$ cat src/rtl/rf_dumper_pkg.sv
// Shared CPU package: register-file geometry defaults and the dump FSM encoding.
package rf_dumper_pkg;

    // Register-file geometry defaults shared by the register file and its dumper.
    localparam int unsigned RF_NUM_REGS = 32;
    localparam int unsigned RF_ADDR_W   = 5;
    localparam int unsigned RF_DATA_W   = 32;

    // Dump sequencer states.
    typedef enum logic [1:0] {
        ST_IDLE = 2'd0,
        ST_READ = 2'd1,
        ST_SEND = 2'd2,
        ST_DONE = 2'd3
    } dump_state_e;

endpackage : rf_dumper_pkg

$ cat src/rtl/rf_dumper.sv
// Register-file dumper: walks entries 0..NUM_REGS-1 through the read port and
// streams each word out on a valid/ready handshake, ending with a done pulse.
module rf_dumper
    import rf_dumper_pkg::*;
#(
    parameter int unsigned NUM_REGS = RF_NUM_REGS,
    parameter int unsigned ADDR_W   = RF_ADDR_W,
    parameter int unsigned DATA_W   = RF_DATA_W
) (
    input  logic              clk,
    input  logic              rst,
    input  logic              start,
    input  logic              abort,
    output logic [ADDR_W-1:0] rd_addr,
    input  logic [DATA_W-1:0] rd_data,
    output logic              out_valid,
    input  logic              out_ready,
    output logic [ADDR_W-1:0] out_idx,
    output logic [DATA_W-1:0] out_data,
    output logic              busy,
    output logic              done
);

    // Index of the final entry; the counter stops here and never wraps.
    localparam logic [ADDR_W-1:0] LAST_IDX = ADDR_W'(NUM_REGS - 1);

    dump_state_e       state_q, state_d;
    logic [ADDR_W-1:0] cnt_q, cnt_d;
    logic              out_valid_q, out_valid_d;
    logic [ADDR_W-1:0] out_idx_q, out_idx_d;
    logic [DATA_W-1:0] out_data_q, out_data_d;
    logic              busy_q, busy_d;
    logic              done_q, done_d;

    // Next-state, counter and output-register update.
    always_comb begin
        state_d     = state_q;
        cnt_d       = cnt_q;
        out_valid_d = out_valid_q;
        out_idx_d   = out_idx_q;
        out_data_d  = out_data_q;

        unique case (state_q)
            ST_IDLE: begin
                if (start) begin
                    cnt_d   = '0;
                    state_d = ST_READ;
                end
            end
            ST_READ: begin
                if (abort) begin
                    cnt_d       = '0;
                    out_valid_d = 1'b0;
                    state_d     = ST_IDLE;
                end else begin
                    out_data_d  = rd_data;
                    out_idx_d   = cnt_q;
                    out_valid_d = 1'b1;
                    state_d     = ST_SEND;
                end
            end
            ST_SEND: begin
                // Abort wins over a handshake landing in the same cycle.
                if (abort) begin
                    cnt_d       = '0;
                    out_valid_d = 1'b0;
                    state_d     = ST_IDLE;
                end else if (out_ready) begin
                    out_valid_d = 1'b0;
                    if (cnt_q == LAST_IDX) begin
                        state_d = ST_DONE;
                    end else begin
                        cnt_d   = cnt_q + ADDR_W'(1);
                        state_d = ST_READ;
                    end
                end
            end
            ST_DONE: begin
                cnt_d   = '0;
                state_d = ST_IDLE;
            end
            default: begin
                cnt_d       = '0;
                out_valid_d = 1'b0;
                state_d     = ST_IDLE;
            end
        endcase

        // Status flags follow the state being entered so they line up with it.
        busy_d = (state_d != ST_IDLE);
        done_d = (state_d == ST_DONE);
    end

    // State and output registers with synchronous reset.
    always_ff @(posedge clk) begin
        if (rst) begin
            state_q     <= ST_IDLE;
            cnt_q       <= '0;
            out_valid_q <= 1'b0;
            out_idx_q   <= '0;
            out_data_q  <= '0;
            busy_q      <= 1'b0;
            done_q      <= 1'b0;
        end else begin
            state_q     <= state_d;
            cnt_q       <= cnt_d;
            out_valid_q <= out_valid_d;
            out_idx_q   <= out_idx_d;
            out_data_q  <= out_data_d;
            busy_q      <= busy_d;
            done_q      <= done_d;
        end
    end

    // Read address is the counter register itself, isolated from out_ready.
    assign rd_addr   = cnt_q;
    assign out_valid = out_valid_q;
    assign out_idx   = out_idx_q;
    assign out_data  = out_data_q;
    assign busy      = busy_q;
    assign done      = done_q;

endmodule : rf_dumper
$ cat config.mk
export PLATFORM = sky130hd
export DESIGN_NAME = rf_dumper
export DESIGN_NICKNAME = d
export VERILOG_FILES = /design/src/rtl/rf_dumper_pkg.sv /design/src/rtl/rf_dumper.sv
export SDC_FILE = /design/constraint.sdc
export NUM_CORES = 1
export LEC_CHECK = 0
export CAP_MARGIN = 20
export CORE_UTILIZATION = 46
export CTS_BUF_LIST = sky130_fd_sc_hd__clkbuf_8
export CTS_CLUSTER_DIAMETER = 60
export CTS_CLUSTER_SIZE = 8
export DETAILED_ROUTE_END_ITERATION = 10
export HOLD_SLACK_MARGIN = 0.15
export PLACE_DENSITY = 0.95
export SKIP_LAST_GASP = 1
export SLEW_MARGIN = 10
export SYNTH_ARGS = -nofsm -noshare
export SYNTH_HDL_FRONTEND = slang
export SYNTH_SLANG_ARGS = --single-unit
$ cat constraint.sdc
create_clock -name clk -period 3.98 [get_ports clk]
set_input_delay 0.398 -clock clk [delete_from_list [all_inputs] [get_ports clk]]
set_output_delay 0.398 -clock clk [all_outputs]
set_load 0.05 [all_outputs]
==> reports/metrics.yaml <==
outcome: "finished clean"
maxSlewHeadroom: 0.444
grt_max_degree: 52
startpoint_type: "flop"
cts.sinks: 47
first_global_vias: 1593
hp-class: "flop to flop"
endpoint_kind: "primary output"
post_drt_wl_per_cell_microns: 12.6
wl_mm: 4.33
setup_viol_count_final: 0
coreArea_sq_mm: 0.00377
synthTopCellsByArea: "dfxtp_1 51%, nand2_1 15%, a21oi_1 11%, nand2b_1 2.4%, nor3b_4 2.0%"
post-cts-setup-buffers: 0
total_leakage_power_nw: 0.955
synth_top_cell_area_share: 0.508
die_h_microns: 65.4
fmax_mhz: 506
critPathRequiredTime_ps: 3580
final_common_cell: "clkdlybuf4s50_1"
cp_top_family: "buffers and inverters"
finalClockSkew_ps: 5.34
crit_fanout: 6
routed_via_density: 5.03
htree_levels: 2
dp.cells: 335
fp.dieW_microns: 65.4
dpl.hpwl_mm: 2.94
yosysWarnings: 0
diodes: 0
cts_resized: 0
stdcell_area_sq_mm: 0.00275
syn-instance-count: 220
synthToLayoutAreaGrowth_pct: 48.7
utilization: 0.730
gp_congestion: 0.771
synth_top_area_cell: "dfxtp_1"
crit_chain: "clkdlybuf4s50_1"
ant_nets: 0
post-route-min-period_ps: 1970
hold_viol_final: 0
critPathSlowestCell: "clkdlybuf4s50_1"
reg2reg_depth: 4
period_share: 0.496
worst_hold_startpoint: "out_idx[3]"
drc: 0
holdPathEnd: "out_idx[3]"
rsz0062_at_grt: "false"
ys_ff_latch: 47
setup_ws_ps: 2010
path_class: "flop to primary output"
r2r_setup_slack_ps: 2110
cp.arrival_ps: 1580
synth.avg_cell_area_sq_um: 8.42
tightest_slew_ps: 834
peakVddDrop_v: 0.000217
clock_path_buffers: 2
synthesis.area_sq_mm: 0.00185
pin_count: 82
place_area_sq_mm: 0.00263
final_nets: 333
rows: 22
whs_path_depth: 2
synth_nets: 259
firstDrtPassIters: 4
clk_latency_ps: 300
globalRouteTotalUtil: 0.207
grt_first_pass_wirelength_mm: 6.87
fin_cells: 343
final_cell_mix: "80 x clkdlybuf4s50_1, 75 x nand2_1, 47 x dfxtp_1"
ys_seq_area_frac: 0.508
reg2reg_to: "out_data[17]"
portBuffers: 81
drt_iter0_drc: 95
root_buffer: "clkbuf_8"
die-area_sq_mm: 0.00428
ys_types: 32
maxSlewViolCount: 0
numCtsBuffers: 5
cts_tree: "built"
cp_slowest_stage_delay_ps: 840
rr_startpoint: "state_q[0]"
start_util: 0.491
power.density_mw_per_mm2: 366
num_vias: 1727
antenna_found_initial: 0
cap_violations: 0
power_mw: 1.01
setup_tns_ps: 0
drive_above_1_share: 0.0542
cp_num_buf_inv: 1
holdWs_ps: 458
dp_slack_ps: 1700
clk_pin_slew_ps: 80
hold_buffers: 0
grt_overflow: 0
[layer usage]
layer,share of wire,vias to the layer above,GRT usage
met5,0,-,0
met4,0.017,0,0.0924
met3,0.058,9,0.0365
met2,0.48,62,0.383
met1,0.44,785,0.229
li1,-,871,-
[flip-flops by register name (all words and copies together), names as in the netlist]
name	cells
out_data	32
out_idx	5
rd_addr	5
state_q	2
busy	1
done	1
out_valid	1
[cells in the mapped netlist]
| cell type | n |
|---|---|
| nor2b_1 | 4 |
| mux2_2 | 1 |
| o2bb2ai_1 | 1 |
| clkbuf_1 | 5 |
| nand3_1 | 1 |
| buf_6 | 3 |
| nor3b_4 | 2 |
| a22oi_1 | 1 |
| nand4_1 | 1 |
| nand2b_1 | 7 |
| buf_4 | 2 |
| nor3_1 | 2 |
| a31oi_1 | 1 |
| or3b_2 | 1 |
| o311ai_1 | 1 |
| mux2i_1 | 3 |
| buf_2 | 5 |
| a21oi_1 | 39 |
| nand2_1 | 75 |
| a2bb2oi_2 | 1 |
| a311oi_1 | 1 |
| a21o_1 | 1 |
| o32ai_1 | 1 |
| and3_1 | 2 |
| nand3b_1 | 2 |
| or2_2 | 1 |
| dfxtp_1 | 47 |
| inv_1 | 1 |
| or4b_1 | 1 |
| ha_1 | 2 |
| nor2_1 | 4 |
| o21ai_0 | 1 |
[power breakdown]
group / internal (mW) / switching (mW) / total, mW
clock: 0.207 / 0.161 / 0.368
combinational: 0.0664 / 0.0826 / 0.149
sequential: 0.483 / 0.00885 / 0.492
total: 0.756 / 0.252 / 1.01
[logic make-up after synthesis]
logic type	share of synthesized area
adders and majority gates	0.0135
muxes	0.0223
AOI/OAI and AO/OA	0.147
DFF	0.508
and+or+nand+nor	0.257
buffers and inverters	0.0520
[tightest hold or removal path: stages (launching register included)]
cell     delay (ps)
dfxtp_1         320
nand2_1          50
a21oi_1          50
[cell type report]
class	instances	area (sq um)
fillers	283	1020
flip-flops and latches	47	941
multi-input cells	157	815
repair buffers	82	813
clock buffers	6	82.6
well taps	48	60.1
clock inverters	2	38.8
inverters	1	3.75
[worst max-delay path by stage]
stage | startpoint | end | slack [ps] | cells after the start
floorplan | rd_addr[0] | rd_addr[2] | 2170 | 6
global placement | abort | out_data[31] | 1740 | 5
detailed placement | abort | out_data[17] | 1700 | 5
CTS | rd_addr[0] | rd_addr[0] | 2000 | 1
global route | abort | out_data[21] | 1810 | 5
finish | rd_addr[0] | rd_addr[0] | 2010 | 1
(Power assumes the default switching activity.)
